**src/rtl/trace_pkg.sv**
```systemverilog
// Shared types for the retirement-trace monitor.
// Optional build macro: TRACE_MEM_EN adds store fields to each trace entry.
package trace_pkg;

  // Entry fields use this width, so the monitor's XLEN should match it.
  localparam int TRACE_XLEN = 64;

  localparam logic [31:0] DEFAULT_HALT_INSN = 32'h0000_0000;

  typedef enum logic [1:0] {
    ST_RUN   = 2'd0,
    ST_DRAIN = 2'd1,
    ST_DONE  = 2'd2
  } mon_state_e;

  typedef struct packed {
    logic [TRACE_XLEN-1:0] pc;
    logic [31:0]           insn;
    logic                  rd_we;
    logic [4:0]            rd;
    logic [TRACE_XLEN-1:0] rd_data;
    logic                  br_taken;
`ifdef TRACE_MEM_EN
    logic                  mem_we;
    logic [TRACE_XLEN-1:0] mem_addr;
    logic [TRACE_XLEN-1:0] mem_data;
`endif
  } trace_entry_t;

endpackage

```
**src/rtl/trace_fifo.sv**
```systemverilog
// Trace FIFO with a registered head entry; full/empty from wrap-bit pointers.
// A push into a full FIFO is accepted only when a pop happens in the same cycle.
module trace_fifo #(
  parameter int  DEPTH   = 16,
  parameter type entry_t = logic
) (
  input  logic   clk,
  input  logic   rst_n,
  input  logic   flush,
  input  logic   push,
  input  entry_t push_data,
  input  logic   pop_ready,
  output logic   valid,
  output entry_t head,
  output logic   full
);

  localparam int AW = $clog2(DEPTH);

  entry_t        mem [DEPTH];
  logic [AW:0]   wr_ptr;
  logic [AW:0]   rd_ptr;
  logic [AW:0]   wr_ptr_nxt;
  logic [AW:0]   rd_ptr_nxt;
  logic          pop;
  logic          push_ok;
  entry_t        head_nxt;

  assign valid   = (wr_ptr != rd_ptr);
  assign full    = (wr_ptr[AW] != rd_ptr[AW]) && (wr_ptr[AW-1:0] == rd_ptr[AW-1:0]);
  assign pop     = valid && pop_ready;
  assign push_ok = push && (!full || pop);

  assign wr_ptr_nxt = wr_ptr + {{AW{1'b0}}, push_ok};
  assign rd_ptr_nxt = rd_ptr + {{AW{1'b0}}, pop};

  // Next head: the slot the read pointer will point at; if that slot is being
  // written this same cycle (empty or single-entry FIFO), forward the new data.
  always_comb begin
    head_nxt = mem[rd_ptr_nxt[AW-1:0]];
    if (push_ok && (wr_ptr[AW-1:0] == rd_ptr_nxt[AW-1:0]))
      head_nxt = push_data;
  end

  // Storage array; contents are only meaningful between the pointers.
  always_ff @(posedge clk) begin
    if (push_ok && !flush)
      mem[wr_ptr[AW-1:0]] <= push_data;
  end

  // Pointers and registered head.
  always_ff @(posedge clk or negedge rst_n) begin
    if (!rst_n) begin
      wr_ptr <= '0;
      rd_ptr <= '0;
      head   <= '0;
    end else if (flush) begin
      wr_ptr <= '0;
      rd_ptr <= '0;
      head   <= '0;
    end else begin
      wr_ptr <= wr_ptr_nxt;
      rd_ptr <= rd_ptr_nxt;
      head   <= head_nxt;
    end
  end

endmodule

```
**src/rtl/cpu_trace_monitor.sv**
```systemverilog
// Retirement-trace monitor: captures retired instructions into a trace FIFO,
// counts RUN cycles and retirements, detects the halt word and applies an
// optional watchdog. Optional build macro: TRACE_MEM_EN (store fields in entries).
//
// state    | meaning
// ---------+--------------------------------------------------------------
// ST_RUN   | capturing retirements, counters running
// ST_DRAIN | halt or watchdog seen; capture frozen, FIFO still draining
// ST_DONE  | FIFO empty after stop; everything frozen until clear/reset
module cpu_trace_monitor
  import trace_pkg::*;
#(
  parameter int          XLEN        = TRACE_XLEN,
  parameter int          DEPTH       = 16,
  parameter logic [31:0] HALT_INSN   = DEFAULT_HALT_INSN,
  parameter int          WDOG_CYCLES = 0
) (
  input  logic            clk,
  input  logic            reset_n,
  input  logic            retire_valid,
  input  logic [XLEN-1:0] retire_pc,
  input  logic [31:0]     retire_insn,
  input  logic            retire_rd_we,
  input  logic [4:0]      retire_rd,
  input  logic [XLEN-1:0] retire_rd_data,
  input  logic            retire_mem_we,
  input  logic [XLEN-1:0] retire_mem_addr,
  input  logic [XLEN-1:0] retire_mem_data,
  input  logic            retire_br_taken,
  input  logic            clear,
  output logic            trace_valid,
  input  logic            trace_ready,
  output trace_entry_t    trace_entry,
  output logic [XLEN-1:0] cycle_cnt,
  output logic [XLEN-1:0] retire_cnt,
  output logic [15:0]     drop_cnt,
  output logic            overflow,
  output logic            halted,
  output logic            timeout
);

  mon_state_e   state;
  logic         halt_seen;
  logic         is_halt;
  logic         wdog_hit;
  logic         push;
  logic         pop;
  logic         drop;
  logic         fifo_full;
  trace_entry_t entry_in;

  assign is_halt  = retire_valid && (retire_insn == HALT_INSN);
  assign wdog_hit = (WDOG_CYCLES != 0) && (cycle_cnt == XLEN'(WDOG_CYCLES - 1));
  assign push     = (state == ST_RUN) && retire_valid && !is_halt && !clear;
  assign pop      = trace_valid && trace_ready;
  assign drop     = push && fifo_full && !pop;

  // Pack the retire-side signals into a trace entry.
  always_comb begin
    entry_in          = '0;
    entry_in.pc       = TRACE_XLEN'(retire_pc);
    entry_in.insn     = retire_insn;
    entry_in.rd_we    = retire_rd_we;
    entry_in.rd       = retire_rd;
    entry_in.rd_data  = TRACE_XLEN'(retire_rd_data);
    entry_in.br_taken = retire_br_taken;
`ifdef TRACE_MEM_EN
    entry_in.mem_we   = retire_mem_we;
    entry_in.mem_addr = TRACE_XLEN'(retire_mem_addr);
    entry_in.mem_data = TRACE_XLEN'(retire_mem_data);
`endif
  end

`ifndef TRACE_MEM_EN
  logic unused_mem;
  assign unused_mem = ^{retire_mem_we, retire_mem_addr, retire_mem_data};
`endif

  trace_fifo #(
    .DEPTH   (DEPTH),
    .entry_t (trace_entry_t)
  ) u_fifo (
    .clk       (clk),
    .rst_n     (reset_n),
    .flush     (clear),
    .push      (push),
    .push_data (entry_in),
    .pop_ready (trace_ready),
    .valid     (trace_valid),
    .head      (trace_entry),
    .full      (fifo_full)
  );

  // Monitor FSM, counters and sticky verdict flags; clear beats everything.
  always_ff @(posedge clk or negedge reset_n) begin
    if (!reset_n) begin
      state      <= ST_RUN;
      halt_seen  <= 1'b0;
      cycle_cnt  <= '0;
      retire_cnt <= '0;
      drop_cnt   <= '0;
      overflow   <= 1'b0;
      halted     <= 1'b0;
      timeout    <= 1'b0;
    end else if (clear) begin
      state      <= ST_RUN;
      halt_seen  <= 1'b0;
      cycle_cnt  <= '0;
      retire_cnt <= '0;
      drop_cnt   <= '0;
      overflow   <= 1'b0;
      halted     <= 1'b0;
      timeout    <= 1'b0;
    end else begin
      case (state)
        ST_RUN: begin
          cycle_cnt <= cycle_cnt + XLEN'(1);
          if (push)
            retire_cnt <= retire_cnt + XLEN'(1);
          if (drop) begin
            if (drop_cnt != 16'hFFFF)
              drop_cnt <= drop_cnt + 16'd1;
            overflow <= 1'b1;
          end
          if (is_halt || wdog_hit) begin
            state     <= ST_DRAIN;
            halt_seen <= is_halt;
            timeout   <= wdog_hit;
          end
        end
        ST_DRAIN: begin
          if (!trace_valid) begin
            state  <= ST_DONE;
            halted <= halt_seen;
          end
        end
        ST_DONE: begin
          state <= ST_DONE;
        end
        default: begin
          state <= ST_RUN;
        end
      endcase
    end
  end

endmodule

```
**config.mk**
```make
export PLATFORM = sky130hd
export DESIGN_NAME = cpu_trace_monitor
export DESIGN_NICKNAME = d
export VERILOG_FILES = /design/src/rtl/trace_pkg.sv /design/src/rtl/trace_fifo.sv /design/src/rtl/cpu_trace_monitor.sv
export SDC_FILE = /design/constraint.sdc
export NUM_CORES = 2
export LEC_CHECK = 0
export CORE_ASPECT_RATIO = 0.5
export CORE_UTILIZATION = 40
export CTS_CLUSTER_SIZE = 12
export DETAILED_ROUTE_END_ITERATION = 8
export PLACE_DENSITY = 0.63
export SLEW_MARGIN = 0
export SYNTH_ARGS = -nofsm -noshare
export SYNTH_HDL_FRONTEND = slang
export SYNTH_SLANG_ARGS = --single-unit
```
**constraint.sdc**
```tcl
create_clock -name clk -period 16.95 [get_ports clk]
set_clock_uncertainty 0.2 [all_clocks]
set_input_delay 4.2375 -clock clk [delete_from_list [all_inputs] [get_ports clk]]
set_output_delay 4.2375 -clock clk [all_outputs]
set_load 0.02 [all_outputs]
```
# Word level (Yosys, flattened, before mapping)
# Memory sizes are Yosys's and may differ from the RTL's.
# Index checks and enable logic that the tools add are counted.
[totals] reg_bits=327 latchBits=0 ram_bits=2672 romBits=0 n_memories=1
[classes] add_sub_neg=5 multipliers=0 div_mod_pow=0 order_cmp=0 n_eq_ne=10 n_shift=0 mux=31 bitwise_logic=0 n_reduce_logical=30
[memory_table] name="u_fifo.mem" words=16 word_bits=167 read_ports=1 rd_ports_with_merged_regs=0 write_ports=1 line="trace_fifo.sv:20" rtl="entry_t mem [DEPTH];"
[ops] cell="two-way mux 167 bit" count=2
[ops] cell="two-way mux 64 bit" count=5
[ops] cell="adder 64 x 1 -> 64 bit, second input constant" count=2
[ops] cell="two-way mux 16 bit" count=4
[ops] cell="zero test 32 bit" count=1
[ops] cell="adder 16 x 1 -> 16 bit, second input constant" count=1
[ops] cell="!= test 16 bit, second input constant" count=1
[ops] cell="two-way mux 1 bit" count=14
[ops] cell="nonzero test 2 bit" count=6
[ops] cell="logical AND 1 bit" count=11
[ops] cell="adder 5 x 1 -> 5 bit" count=2
[ops] cell="two-way mux 5 bit" count=2
[ops] cell="AND reduction 2 bit" count=5
[ops] cell="== test 4 bit" count=2
[ops] cell="two-way mux 2 bit" count=3
[ops] cell="!= test 3 bit, second input constant" count=2
[ops] cell="one-hot mux 2 bit (3 select lines)" count=1
[ops] cell="!= test 5 bit" count=1
[ops] cell="zero test 1 bit" count=4
[ops] cell="AND reduction 3 bit" count=1
[ops] cell="== test 2 x 1 -> 1 bit, second input constant" count=1
[ops] cell="== test 2 bit, second input constant" count=1
[ops] cell="zero test 2 bit" count=1
[ops] cell="!= test 2 bit, second input constant" count=1
[ops] cell="2 further kinds" count=2

# Longest topological paths before layout
[depth] word_depth=10 depth_mapped=16

# Hierarchy
# A second synthesis with hierarchy kept.
[hier_totals] cells_unflattened=5405 hier_area_um2=115020.3
[modules_own_cells] mod="trace_fifo" n_inst=1 cells_each=4572 area_each_um2=107310.4 seq_area_each_um2=84666.2
[modules_own_cells] mod="cpu_trace_monitor" n_inst=1 cells_each=833 area_each_um2=7709.9 seq_area_each_um2=3728.6

# Worst setup path before layout
# OpenSTA, ideal clock, no wires.
[synth_path] kind="input to register" startpoint="in retire_valid" endpoint="mem u_fifo.mem[1][0] (netlist name), enable pin" arrival_ns=20.883 path_slack_ns=-5.235 stages=6 path_cell_list="nor4b_1 > and4_1 > a31o_2 > nor2_1 > nand2_1 > nor4_1"
[synth_between] elab_chain_len=8 word_cells_on_any_way=9
[synth_rtl] element="from (decl)" line="cpu_trace_monitor.sv:20" rtl="input logic retire_valid,"
[synth_rtl] element="logical AND 1 bit" line="cpu_trace_monitor.sv:52" rtl="assign is_halt = retire_valid && (retire_insn == HALT_INSN);"
[synth_rtl] element="zero test 1 bit" line="cpu_trace_monitor.sv:54" rtl="assign push = (state == ST_RUN) && retire_valid && !is_halt && !clear;"
[synth_rtl] element="logical AND 1 bit * (2 in series)" line="cpu_trace_monitor.sv:54"
[synth_rtl] element="logical AND 1 bit *" line="trace_fifo.sv:32" rtl="assign push_ok = push && (!full || pop);"
[synth_rtl] element="logical AND 1 bit *" line="trace_fifo.sv:47" rtl="if (push_ok && !flush)"
[synth_rtl] element="two-way mux 1 bit *" line="trace_fifo.sv:47"
[synth_rtl] element="two-way mux 1 bit (not written as such) *" line="trace_fifo.sv:48" rtl="mem[wr_ptr[AW-1:0]] <= push_data;"
[synth_rtl] element="to (decl)" line="trace_fifo.sv:20"
# Mark *: on every way between the ends. The rest lies on a longest branch, timed or not.

# Worst setup path in the final report
[layout_path] startpoint="in retire_insn[19]" endpoint="mem u_fifo.mem[1][7] (netlist name), enable pin"
[layout_between] elab_chain_len=9
[layout_rtl] element="from (decl)" line="cpu_trace_monitor.sv:22" rtl="input logic [31:0] retire_insn,"
[layout_rtl] element="zero test 32 bit" line="cpu_trace_monitor.sv:52"
[layout_rtl] element="logical AND 1 bit" line="cpu_trace_monitor.sv:52"
[layout_rtl] element="zero test 1 bit" line="cpu_trace_monitor.sv:54"
[layout_rtl] element="logical AND 1 bit (2 in series)" line="cpu_trace_monitor.sv:54"
[layout_rtl] element="logical AND 1 bit" line="trace_fifo.sv:32"
[layout_rtl] element="logical AND 1 bit" line="trace_fifo.sv:47"
[layout_rtl] element="two-way mux 1 bit" line="trace_fifo.sv:47"
[layout_rtl] element="two-way mux 1 bit (not written as such)" line="trace_fifo.sv:48"
# No other way between the ends.

==> results.md <==
* Vias in the first global route at 57340
* Worst-path fanout max at 49
* Peak supply drop at 0.09644 mV
* Largest cells by area after synthesis: edfxtp_1 70%, mux4_2 13%, dfrtp_1 7.1%
* Number of synthesized flops with an enable pin at 2672
* Required @ worst endpoint at 17.21 ns
* Psw at 0.003909 W
* Post-CTS Resized at 0
* Routed Wire Length at 274500 um
* Critical Path Source Type: input pin
* CTS root buffer: clkbuf_16
* Commonest cells in the netlist: 2672 x edfxtp_1, 668 x mux4_2, 338 x mux2i_1
* Io pins at 616
* Crit Path Category: in2reg
* Max-slew violations at 0
* Seq. cell area at 88390 um^2
* First-pass DRT Iterations at 5
* Mean Syn Cell Area at 21.52 um^2
* RSZ-0062 raised after global routing: false
* Num CTS Buffers at 297
* Syn Std Cell Area at 115200 um^2
* Core region area at 284700 um^2
* Post-synth cell types at 52
* Clock tree from TritonCTS: yes
* Multi-input logic area at 25530 um^2
* Tcrit/Tclk final at 0.5643
* DR vias at 55964
* Hold WS at 0.3210 ns
* Syn Inst Count at 5355
* Hold Buf Count CTS at 0
* Port bufs at 485
* # setup viols final at 0
* Min-Delay Path Class: reg2reg
* Async SR Flop Fraction at 0.1087
* Die H at 381.5 um
* # rows at 138
* Yosys warnings at 0
* Synthesis-to-finish area growth at 15.70%
* Share of layout cells above drive strength 1 at 0.1864
* Antenna Violating Nets Remaining at 0
* Drt wl/cell at 27.58 um
* Hold Vio Cnt, Final at 0
* Tot Pwr at 0.01671 W
* WP data arrival at 9.83 ns
* Internal cell power at 0.01280 W
* Clock-pin slew on the worst setup and hold paths at 0.06 ns
* Vias/cell at 5.623
* Logic gate share of total power at 0.140
* Seq/Total Area, Yosys at 0.7672
* TritonCTS Sinks at 2998
* Mapped Nets at 5665
* Relative max-transition margin at 0.1784
* Top-count cell post-synth: edfxtp_1
* Run status: complete, no violations
* Clk Latency, worst-skew pair at 0.83 ns
* Leading area contributor after synthesis: edfxtp_1
* Max Fclk at 104.6 MHz
* Critical path capture point type: register
* Initial antenna violation count at 48
* Fillers at 23261
* Slew @ Worst Pin at 1.221 ns
* RD Place Congestion at 0.7456
* Flop pwr share at 0.496
* Post-DP HPWL at 142800 um
* Die area at 290300 um^2
* DRT iter0 DRCs at 5727
* Final routed DRC violation total at 0
* Post-CTS Setup Inserts at 0
* Clk pwr share at 0.364
* Htree depth at 5
* Setup TNS at 0 ns
* Clock buffer depth at 4
* PwrDens at 125.3 nW/um^2
* Grt ovf at 0
* Leakage at 40.98 nW
* Max_cap viols at 0
* Primary FF master, synth: edfxtp_1
* Initial Util at 0.4047
* Final nets at 6251
* Largest net degree at the start of global routing at 150
* Die X-Extent at 761.0 um
* Post-synth top area share at 0.6964
* Minimum clock period at 9.564 ns
* Total GRT Usage at 0.1854
* Switching Fraction at 0.2340
* First-pass GRT wire length at 397500 um
* Synth Register Bits at 2998
-- cell usage in the layout, fill, tap and decap left out, types with 7 or more instances in the layout --
cell type        instances
edfxtp_1              2672
mux4_2                 668
clkdlybuf4s50_1        483
mux2i_1                338
dfrtp_1                326
clkbuf_16              307
clkbuf_1               181
o21a_1                 170
o221ai_1               167
nor2_1                 145
buf_4                   88
xor2_1                  71
nand2_1                 61
nand4_1                 57
nand3_1                 55
xnor2_1                 54
nor4_1                  37
nor3_1                  26
and3_1                  21
a21oi_1                 21
inv_1                   18
and4_1                  18
buf_12                  18
or3_1                   15
diode_2                 13
nor3_2                  10
o21ai_0                 10
clkbuf_8                10
nor2b_1                  9
inv_6                    9
and2_1                   7
ha_1                     7
-- kinds of logic (layout without fill, tap and decap cells) --
family                   after synthesis  count (layout)  share of synthesized area
XOR/XNOR                             127             127                   0.009784
adder cells (fa/ha/maj)                9               9                  0.0009773
flip-flops                          2998            2998                     0.7672
AO/OA/AOI/OAI                        391             391                    0.02675
multiplexers                        1011            1011                     0.1604
other                                  1              14                 0.00003255
AND/OR/NAND/NOR                      496             496                    0.02216
buffers and inverters                322            1127                    0.01272
-- stage by stage --
step / util / worst slack [ns] / instances / area, um^2
floorplan: - / -5.235 / 5355 / 115200
global placement: 0.4376 / 6.603 / 9422 / 124600
detailed placement: 0.4376 / 6.491 / 9422 / 124600
CTS: 0.4681 / 7.424 / 9940 / 133300
global route: 0.4682 / 7.122 / 9950 / 133300
finish: 0.4682 / 7.386 / 9953 / 133300
-- path summary, 6_finish.rpt --
kind                                       startpoint                    endpoint  slack, ns  depth (start not counted)
max                                   retire_insn[19]  u_fifo.mem[1][7]$_DFFE_PP_       7.39                         10
min                             halt_seen$_DFFE_PN0P_          halted$_DFFE_PN0P_       0.32                          2
max reg2reg                u_fifo.wr_ptr[1]$_DFF_PN0_    u_fifo.head[8]$_DFF_PN0_      10.30                         13
min reg2reg                     halt_seen$_DFFE_PN0P_          halted$_DFFE_PN0P_       0.32                          2
max in group asynchronous                     reset_n  u_fifo.head[159]$_DFF_PN0_      11.30                          3
min in group asynchronous                     reset_n   cycle_cnt[19]$_DFFE_PN0P_       3.21                          1
-- metal layers --
| metal | wire length (um) | vias up | global-route usage |
|---|---|---|---|
| met4 | 6684 | 16 | 0.04737 |
| met2 | 130800 | 1825 | 0.2970 |
| met3 | 16690 | 421 | 0.02764 |
| met1 | 120200 | 30108 | 0.2688 |
| li1 | - | 23594 | - |
| met5 | 104 | - | 0 |
-- worst max-delay path, stage by stage --
cell and delay [ns]:
clkdlybuf4s50_1 0.90, nor4_1 0.25, and4_1 0.41, a31o_2 0.45, nor2_1 0.33, nand2_1 0.33, nor4_2 0.32, buf_4 0.88
buf_4 0.80, buf_4 0.75
-- power groups by stage --
stage	clock (W)	combinational [W]	sequential, W
detailed placement	0	0.00240	0.00844
global placement	0	0.00238	0.00844
finish	0.00609	0.00234	0.00828
global route	0.00650	0.00252	0.00829
floorplan	0	0.00154	0.00854
CTS	0.00623	0.00240	0.00829
-- flip-flops by register name, indices dropped and copies added, names as in the netlist --
name / cells
retire_cnt: 64
halt_seen: 1
drop_cnt: 16
overflow: 1
halted: 1
u_fifo.wr_ptr: 5
u_fifo.mem: 2672
state: 2
cycle_cnt: 64
u_fifo.rd_ptr: 5
u_fifo.head: 167
-- area by class of cell --
type | instances | area share
timing repair buffer | 591 | 0.04412
tap | 3780 | 0.03548
inverter | 18 | 0.0005068
clock inverter | 20 | 0.001323
antenna | 13 | 0.0002440
multi-input combinational | 2035 | 0.1915
sequential | 2998 | 0.6631
clock buffer | 498 | 0.06376
(Power assumes the default switching activity.)
